File: src/rtl/multi_symbol_order_engine.sv
// multi_symbol_order_engine: per-symbol BBO/prediction tracking, spread
// qualification, round-robin order issue with cooldown, in-flight limit, kill.
// Optional macro TRADE_STATS_EN enables the accepted-order counter.
// Ports:
//   clk, rst_n                 clock, async active-low reset
//   bbo_valid/sym/bid/ask      best bid/offer update
//   pred_valid/sym/bit         prediction update
//   kill                       level, blocks new grants
//   order_valid/ready/sym/price  order offer (valid/ready)
//   ack_valid                  one order completed
//   inflight, ack_err          outstanding count, sticky underflow flag
//   stat_orders                accepted-order count (0 without TRADE_STATS_EN)
module multi_symbol_order_engine #(
    parameter int NUM_SYM       = 4,
    parameter int PRICE_W       = 32,
    parameter int SPREAD_THRESH = 5,
    parameter int COOLDOWN_CYC  = 16,
    parameter int MAX_INFLIGHT  = 8,
    localparam int SYM_W = $clog2(NUM_SYM),
    localparam int CNT_W = $clog2(MAX_INFLIGHT + 1)
) (
    input  logic               clk,
    input  logic               rst_n,
    input  logic               bbo_valid,
    input  logic [SYM_W-1:0]   bbo_sym,
    input  logic [PRICE_W-1:0] bbo_bid,
    input  logic [PRICE_W-1:0] bbo_ask,
    input  logic               pred_valid,
    input  logic [SYM_W-1:0]   pred_sym,
    input  logic               pred_bit,
    input  logic               kill,
    output logic               order_valid,
    input  logic               order_ready,
    output logic [SYM_W-1:0]   order_sym,
    output logic [PRICE_W-1:0] order_price,
    input  logic               ack_valid,
    output logic [CNT_W-1:0]   inflight,
    output logic               ack_err,
    output logic [31:0]        stat_orders
);

    localparam int CD_W = $clog2(COOLDOWN_CYC + 1);

    localparam logic [0:0] ST_IDLE  = 1'b0;
    localparam logic [0:0] ST_ISSUE = 1'b1;

    localparam logic [PRICE_W-1:0] THRESH  = PRICE_W'(SPREAD_THRESH);
    localparam logic [CD_W-1:0]    CD_INIT = CD_W'(COOLDOWN_CYC);
    localparam logic [CNT_W-1:0]   MAX_CNT = CNT_W'(MAX_INFLIGHT);

    logic [PRICE_W-1:0] bid_q [NUM_SYM];
    logic [PRICE_W-1:0] ask_q [NUM_SYM];
    logic [CD_W-1:0]    cd_q  [NUM_SYM];
    logic [NUM_SYM-1:0] bbo_ok_q;
    logic [NUM_SYM-1:0] pred_q;

    logic [0:0]         state_q;
    logic [SYM_W-1:0]   rr_q;
    logic               ov_q;
    logic [SYM_W-1:0]   osym_q;
    logic [PRICE_W-1:0] oprice_q;
    logic [CNT_W-1:0]   infl_q;
    logic               err_q;

    logic [NUM_SYM-1:0] cand;
    logic [PRICE_W-1:0] spread [NUM_SYM];
    logic               grant_hit;
    logic [SYM_W-1:0]   grant_sym;
    logic [SYM_W-1:0]   idx;
    logic               can_issue;
    logic               hs;

    // The ask>bid term guards the subtraction so a crossed
    // book cannot wrap into a huge positive spread.
    always_comb begin
        cand = '0;
        for (int i = 0; i < NUM_SYM; i++) begin
            spread[i] = ask_q[i] - bid_q[i];
            cand[i]   = bbo_ok_q[i] & pred_q[i]
                      & (ask_q[i] > bid_q[i])
                      & (spread[i] > THRESH)
                      & (cd_q[i] == '0);
        end
    end

    // Scan offsets high to low so the smallest offset from
    // rr_q is the one left standing.
    always_comb begin
        grant_hit = 1'b0;
        grant_sym = '0;
        idx       = '0;
        for (int k = NUM_SYM - 1; k >= 0; k--) begin
            idx = rr_q + SYM_W'(k);
            if (cand[idx]) begin
                grant_hit = 1'b1;
                grant_sym = idx;
            end
        end
    end

    assign can_issue = (state_q == ST_IDLE) & grant_hit
                     & ~kill & (infl_q < MAX_CNT);
    assign hs = (state_q == ST_ISSUE) & ov_q & order_ready;

    always_ff @(posedge clk or negedge rst_n) begin
        if (!rst_n) begin
            state_q  <= ST_IDLE;
            ov_q     <= 1'b0;
            osym_q   <= '0;
            oprice_q <= '0;
            rr_q     <= '0;
        end else begin
            unique case (state_q)
                ST_IDLE: begin
                    if (can_issue) begin
                        state_q  <= ST_ISSUE;
                        ov_q     <= 1'b1;
                        osym_q   <= grant_sym;
                        oprice_q <= ask_q[grant_sym];
                    end
                end
                ST_ISSUE: begin
                    if (order_ready) begin
                        state_q <= ST_IDLE;
                        ov_q    <= 1'b0;
                        rr_q    <= osym_q + SYM_W'(1);
                    end
                end
                default: begin
                    state_q <= ST_IDLE;
                    ov_q    <= 1'b0;
                end
            endcase
        end
    end

    always_ff @(posedge clk or negedge rst_n) begin
        if (!rst_n) begin
            bbo_ok_q <= '0;
            pred_q   <= '0;
            for (int i = 0; i < NUM_SYM; i++) begin
                bid_q[i] <= '0;
                ask_q[i] <= '0;
                cd_q[i]  <= '0;
            end
        end else begin
            for (int i = 0; i < NUM_SYM; i++) begin
                if (bbo_valid && bbo_sym == SYM_W'(i)) begin
                    bid_q[i]    <= bbo_bid;
                    ask_q[i]    <= bbo_ask;
                    bbo_ok_q[i] <= 1'b1;
                end
                // An accepted order consumes the prediction unless
                // a fresh one for the same symbol lands this cycle.
                if (hs && osym_q == SYM_W'(i)) begin
                    if (pred_valid && pred_sym == SYM_W'(i))
                        pred_q[i] <= pred_bit;
                    else
                        pred_q[i] <= 1'b0;
                    cd_q[i] <= CD_INIT;
                end else begin
                    if (pred_valid && pred_sym == SYM_W'(i))
                        pred_q[i] <= pred_bit;
                    if (cd_q[i] != '0)
                        cd_q[i] <= cd_q[i] - CD_W'(1);
                end
            end
        end
    end

    always_ff @(posedge clk or negedge rst_n) begin
        if (!rst_n) begin
            infl_q <= '0;
            err_q  <= 1'b0;
        end else begin
            if (hs && !ack_valid) begin
                infl_q <= infl_q + CNT_W'(1);
            end else if (ack_valid && !hs) begin
                if (infl_q == '0)
                    err_q <= 1'b1;
                else
                    infl_q <= infl_q - CNT_W'(1);
            end
        end
    end

`ifdef TRADE_STATS_EN
    logic [31:0] stat_q;

    always_ff @(posedge clk or negedge rst_n) begin
        if (!rst_n) begin
            stat_q <= '0;
        end else if (hs && stat_q != 32'hFFFF_FFFF) begin
            stat_q <= stat_q + 32'd1;
        end
    end

    assign stat_orders = stat_q;
`else
    assign stat_orders = 32'd0;
`endif

    assign order_valid = ov_q;
    assign order_sym   = osym_q;
    assign order_price = oprice_q;
    assign inflight    = infl_q;
    assign ack_err     = err_q;

endmodule

File: config.mk
export PLATFORM = sky130hd
export DESIGN_NAME = multi_symbol_order_engine
export DESIGN_NICKNAME = d
export VERILOG_FILES = /design/src/rtl/multi_symbol_order_engine.sv
export SDC_FILE = /design/constraint.sdc
export NUM_CORES = 1
export LEC_CHECK = 0
export ABC_CLOCK_PERIOD_IN_PS = 4250
export CORE_ASPECT_RATIO = 0.7
export CORE_MARGIN = 5
export CORE_UTILIZATION = 56
export DETAILED_ROUTE_END_ITERATION = 12
export GPL_ROUTABILITY_DRIVEN = 0
export GPL_TIMING_DRIVEN = 0
export PLACE_DENSITY_LB_ADDON = 0.12
export SLEW_MARGIN = 20
export SYNTH_ARGS = -nofsm -noshare
export SYNTH_HDL_FRONTEND = slang
export SYNTH_SLANG_ARGS = --single-unit
File: constraint.sdc
create_clock -name clk -period 4.25 [get_ports clk]
set_input_delay 0.425 -clock clk [delete_from_list [all_inputs] [get_ports clk]]
set_output_delay 0.425 -clock clk [all_outputs]
set_load 0.01 [all_outputs]
==> impl_metrics.xml <==
<?xml version="1.0" encoding="UTF-8"?>
<metrics>
  <group name="synth">
    <metric name="ys_ff_latch" unit="">327</metric>
    <metric name="synthMuxAreaShare" unit="%">12.6</metric>
    <metric name="synth.top_cell.area_share" unit="%">33.0</metric>
    <metric name="synth.yosys.seq_area_share" unit="%">33.0</metric>
    <metric name="synth_most_common_cell" unit="">sky130_fd_sc_hd__dfrtp_1</metric>
    <metric name="async_reset_ff_share" unit="%">100</metric>
    <metric name="synth-warning-count" unit="">0</metric>
    <metric name="yosys.area_share.xor_xnor" unit="%">1.73</metric>
    <metric name="synth.largest_area_cell" unit="">sky130_fd_sc_hd__dfrtp_1</metric>
    <metric name="post_synth_most_frequent_cells" unit="">sky130_fd_sc_hd__dfrtp_1, sky130_fd_sc_hd__nand2_1, sky130_fd_sc_hd__inv_1</metric>
    <metric name="synth_flop_cell" unit="">sky130_fd_sc_hd__dfrtp_1</metric>
    <metric name="synth.distinct_cells" unit="">90</metric>
    <metric name="synth_adder_area_share" unit="%">7.46</metric>
    <metric name="syn_area_per_cell" unit="µm²">8.65</metric>
    <metric name="syn_inst" unit="">2867</metric>
    <metric name="synth_simple_gate_area_share" unit="%">17.9</metric>
    <metric name="dominant_cells_by_area_after_synthesis" unit="">sky130_fd_sc_hd__dfrtp_1, sky130_fd_sc_hd__mux2_2, sky130_fd_sc_hd__ha_1, sky130_fd_sc_hd__nand2_1, sky130_fd_sc_hd__inv_1</metric>
    <metric name="synth_top_family_by_area" unit="">compound AO/OA/AOI/OAI gates</metric>
    <metric name="synth_edf_count" unit="">0</metric>
    <metric name="netlist_area" unit="µm²">24800</metric>
    <metric name="synth_compound_gate_area_share" unit="%">19.4</metric>
  </group>
  <group name="final_layout">
    <metric name="layoutNonFillerInstCount" unit="">3677</metric>
    <metric name="nets" unit="">3282</metric>
    <metric name="layout-drive-gt1-share" unit="%">21.5</metric>
    <metric name="post-route-util" unit="%">69.3</metric>
    <metric name="design_area" unit="µm²">30300</metric>
    <metric name="antenna_cells" unit="">0</metric>
    <metric name="flow.area_growth_from_synthesis" unit="%">22.2</metric>
  </group>
  <group name="floorplanning">
    <metric name="floorplan.die_area" unit="µm²">48700</metric>
    <metric name="vertical_die_dimension" unit="µm">186</metric>
    <metric name="ios" unit="">148</metric>
    <metric name="floorplan.initialDensity" unit="%">56.8</metric>
    <metric name="design.core.area" unit="µm²">43700</metric>
    <metric name="core.rowCount" unit="">64</metric>
    <metric name="die-width" unit="µm">262</metric>
  </group>
  <group name="placement">
    <metric name="placed_cells_incl_taps" unit="">3610</metric>
    <metric name="post-dp-hpwl" unit="µm">72000</metric>
    <metric name="detailedPlace.worstSlack" unit="ns">-1.36</metric>
    <metric name="io_buffer_count" unit="">115</metric>
    <metric name="placed_area" unit="µm²">26900</metric>
  </group>
  <group name="grt">
    <metric name="largest_net_degree_at_the_start_of_global_routing" unit="">96</metric>
    <metric name="track_usage" unit="%">37.7</metric>
    <metric name="grt_total_ovfl" unit="">0</metric>
    <metric name="via_count_of_the_first_global_routing_pass" unit="">22937</metric>
    <metric name="grt_antenna_before_repair" unit="">1</metric>
    <metric name="first_pass_grt_wire_length" unit="µm">141000</metric>
  </group>
  <group name="detailed_routing">
    <metric name="met1_routed_length" unit="µm">40100</metric>
    <metric name="detailed_router_iteration_count_before_antenna_repair" unit="">6</metric>
    <metric name="drcViolationCount" unit="">0</metric>
    <metric name="routed_wire_length_on_met2" unit="µm">35500</metric>
    <metric name="wl_per_cell" unit="µm">26.0</metric>
    <metric name="route.top_layer_used" unit="">met5</metric>
    <metric name="routed-via-count" unit="">24978</metric>
    <metric name="postRouteAntennaNets" unit="">0</metric>
    <metric name="routed_wl" unit="µm">95700</metric>
    <metric name="detail_route.iter0.violations" unit="">3749</metric>
    <metric name="viasPerCell" unit="">6.79</metric>
    <metric name="routed-wl-met3" unit="µm">15400</metric>
  </group>
  <group name="status">
    <metric name="outcome" unit="">complete, but fails checks</metric>
    <metric name="failed_checks" unit="">negative setup slack</metric>
  </group>
  <group name="timing">
    <metric name="rsz0062_at_grt" unit="">yes</metric>
    <metric name="drv_slew" unit="">0</metric>
    <metric name="timing.final.crit_period" unit="ns">4.84</metric>
    <metric name="final_critical_path_setup_slack" unit="ns">-0.589</metric>
    <metric name="slew_headroom" unit="%">19.2</metric>
    <metric name="max_slew.worst_pin.slew" unit="ns">1.20</metric>
    <metric name="fin_setup_tns" unit="ns">-18.49</metric>
    <metric name="max_freq" unit="MHz">207</metric>
    <metric name="timing.final.crit_share" unit="%">114</metric>
    <metric name="timing.clock.skew" unit="ns">0.0286</metric>
    <metric name="timing_hold_violations_final" unit="">0</metric>
    <metric name="report.final.setup_viol" unit="">36</metric>
  </group>
  <group name="setup_path">
    <metric name="critical_path.startpoint_type" unit="">register</metric>
    <metric name="cp_num_buf_inv" unit="">2</metric>
    <metric name="cp_slowest_cell" unit="">sky130_fd_sc_hd__or4_1</metric>
    <metric name="worst_ep_arrival_time" unit="ns">5.30</metric>
    <metric name="critPathCaptureType" unit="">register</metric>
    <metric name="max_stage_delay" unit="ns">0.59</metric>
    <metric name="reg2reg_depth" unit="">16</metric>
    <metric name="crit_chain" unit="">ha_1 -&gt; and3_1 -&gt; a221o_1 -&gt; a21oi_4 -&gt; a21boi_0 -&gt; mux2_2 -&gt; nand3_1 -&gt; or4_1 -&gt; nor4_4 -&gt; buf_4 -&gt; a41o_1 -&gt; o22ai_1 -&gt; o211a_1 -&gt; or2_4 -&gt; buf_12 -&gt; o221ai_1</metric>
    <metric name="worst-setup-path-type" unit="">reg2reg</metric>
    <metric name="cp_top_family" unit="">simple AND/OR/NAND/NOR gates</metric>
    <metric name="required" unit="ns">4.71</metric>
    <metric name="reg2reg_slack" unit="ns">-0.59</metric>
    <metric name="critical_path_depth" unit="">16</metric>
    <metric name="largest_fanout_on_the_critical_path" unit="">10</metric>
  </group>
  <group name="clock_network">
    <metric name="tritoncts.num_buffers" unit="">36</metric>
    <metric name="cts_max_level" unit="">2</metric>
    <metric name="cts_tree" unit="">yes</metric>
    <metric name="ctsRootBufferMaster" unit="">sky130_fd_sc_hd__clkbuf_16</metric>
    <metric name="cts_buffer_depth" unit="">3</metric>
    <metric name="post_cts_clock_slew_at_the_launch_and_capture_registers_of_the_worst_setup_and_hold_paths" unit="ns">0.07</metric>
    <metric name="clock-sinks" unit="">327</metric>
    <metric name="worst_skew_pair.late_latency" unit="ns">0.57</metric>
  </group>
  <group name="hold_path">
    <metric name="hold_path.class" unit="">in2async</metric>
  </group>
  <group name="power">
    <metric name="power_leakage" unit="nW">12.9</metric>
    <metric name="ir_drop" unit="mV">0.444</metric>
    <metric name="p_per_area" unit="nW/µm²">565</metric>
  </group>
  <group name="flow_run">
    <metric name="cap_viol_max_count" unit="">0</metric>
  </group>
</metrics>
-- per-layer routing --
layer  global-route usage, %  vias to the layer above
met5                       0                        -
met4                    13.3                        2
met3                    14.6                      295
met2                    48.8                     1915
met1                    56.6                    12080
li1                        -                    10686
-- kinds of logic after synthesis --
group           Yosys count
flops                   327
fa+ha+maj               145
simple gates            884
compound gates          720
other cells               1
mux                     286
xor+xnor                 49
buf+inv                 455
-- timing repair --
item	CTS	global route
setup endpoints to repair	36	36
buffers inserted	21	8
gates cloned	4	2
hold endpoints to repair	79	0
resized for setup	308	121
hold buffers	1	0
pin swaps	37	22
-- report_power, final --
group          switching (mW)  internal [mW]
clock network            1.39           1.87
registers               0.728           3.86
logic                    5.60           3.70
total                    7.71           9.43
-- metrics by stage --
step	total power [mW]	hold slack, ns
floorplan	9.86	0.129
global placement	12.4	0.453
detailed placement	12.6	0.466
CTS	16.3	0.476
global route	17.9	0.488
finish	17.1	0.446
-- layout make-up --
type                       count  area, µm²
multi-input combinational   2116      16400
buffer                       178       1240
inverter                     249        935
clock buffer                  50       1060
tap                          594        743
clock inverter                10        114
fill                        3378      13400
sequential                   327       8180
timing repair buffer         153       1610
-- worst reg2reg max path, cell delays in order, from the launching register on --
cell and delay [ns]:
sky130_fd_sc_hd__dfrtp_1 0.43, sky130_fd_sc_hd__ha_1 0.47, sky130_fd_sc_hd__and3_1 0.32, sky130_fd_sc_hd__a221o_1 0.39, sky130_fd_sc_hd__a21oi_4 0.22, sky130_fd_sc_hd__a21boi_0 0.13, sky130_fd_sc_hd__mux2_2 0.26, sky130_fd_sc_hd__nand3_1 0.07
sky130_fd_sc_hd__or4_1 0.59, sky130_fd_sc_hd__nor4_4 0.38, sky130_fd_sc_hd__buf_4 0.18, sky130_fd_sc_hd__a41o_1 0.25, sky130_fd_sc_hd__o22ai_1 0.12, sky130_fd_sc_hd__o211a_1 0.22, sky130_fd_sc_hd__or2_4 0.33, sky130_fd_sc_hd__buf_12 0.19
sky130_fd_sc_hd__o221ai_1 0.20
-- path summary, 6_finish.rpt --
kind | to | start
worst max-delay path | order_price[10]$_DFFE_PN0P_ | ask_q[7]$_DFFE_PN0P_
worst min-delay path | cd_q[12]$_DFFE_PN0P_ | rst_n
worst max register to register | order_price[10]$_DFFE_PN0P_ | ask_q[7]$_DFFE_PN0P_
worst min register to register | cd_q[19]$_DFFE_PN0P_ | cd_q[19]$_DFFE_PN0P_
max in group asynchronous | bid_q[20]$_DFFE_PN0P_ | rst_n
min in group clk | cd_q[19]$_DFFE_PN0P_ | cd_q[19]$_DFFE_PN0P_
-- state kept, by name, indices dropped and copies added, names as in the netlist, 2 cells and up --
signal       flops
order_price     32
pred_q           4
cd_q            20
ask_q          128
order_sym        2
bbo_ok_q         4
rr_q             2
bid_q          128
inflight         4
-- placed cells by master (no fill, tap or decap), types with 47 or more instances in the layout --
cell type	n
sky130_fd_sc_hd__dfrtp_1	327
sky130_fd_sc_hd__nand2_1	302
sky130_fd_sc_hd__inv_1	248
sky130_fd_sc_hd__mux2_2	201
sky130_fd_sc_hd__nor2_1	189
sky130_fd_sc_hd__o21ai_0	162
sky130_fd_sc_hd__a21oi_1	132
sky130_fd_sc_hd__ha_1	126
sky130_fd_sc_hd__clkdlybuf4s50_1	114
sky130_fd_sc_hd__mux2i_1	84
sky130_fd_sc_hd__buf_4	74
sky130_fd_sc_hd__clkbuf_1	68
sky130_fd_sc_hd__a211oi_2	49
sky130_fd_sc_hd__nor3_1	47
(Power assumes the default switching activity.)
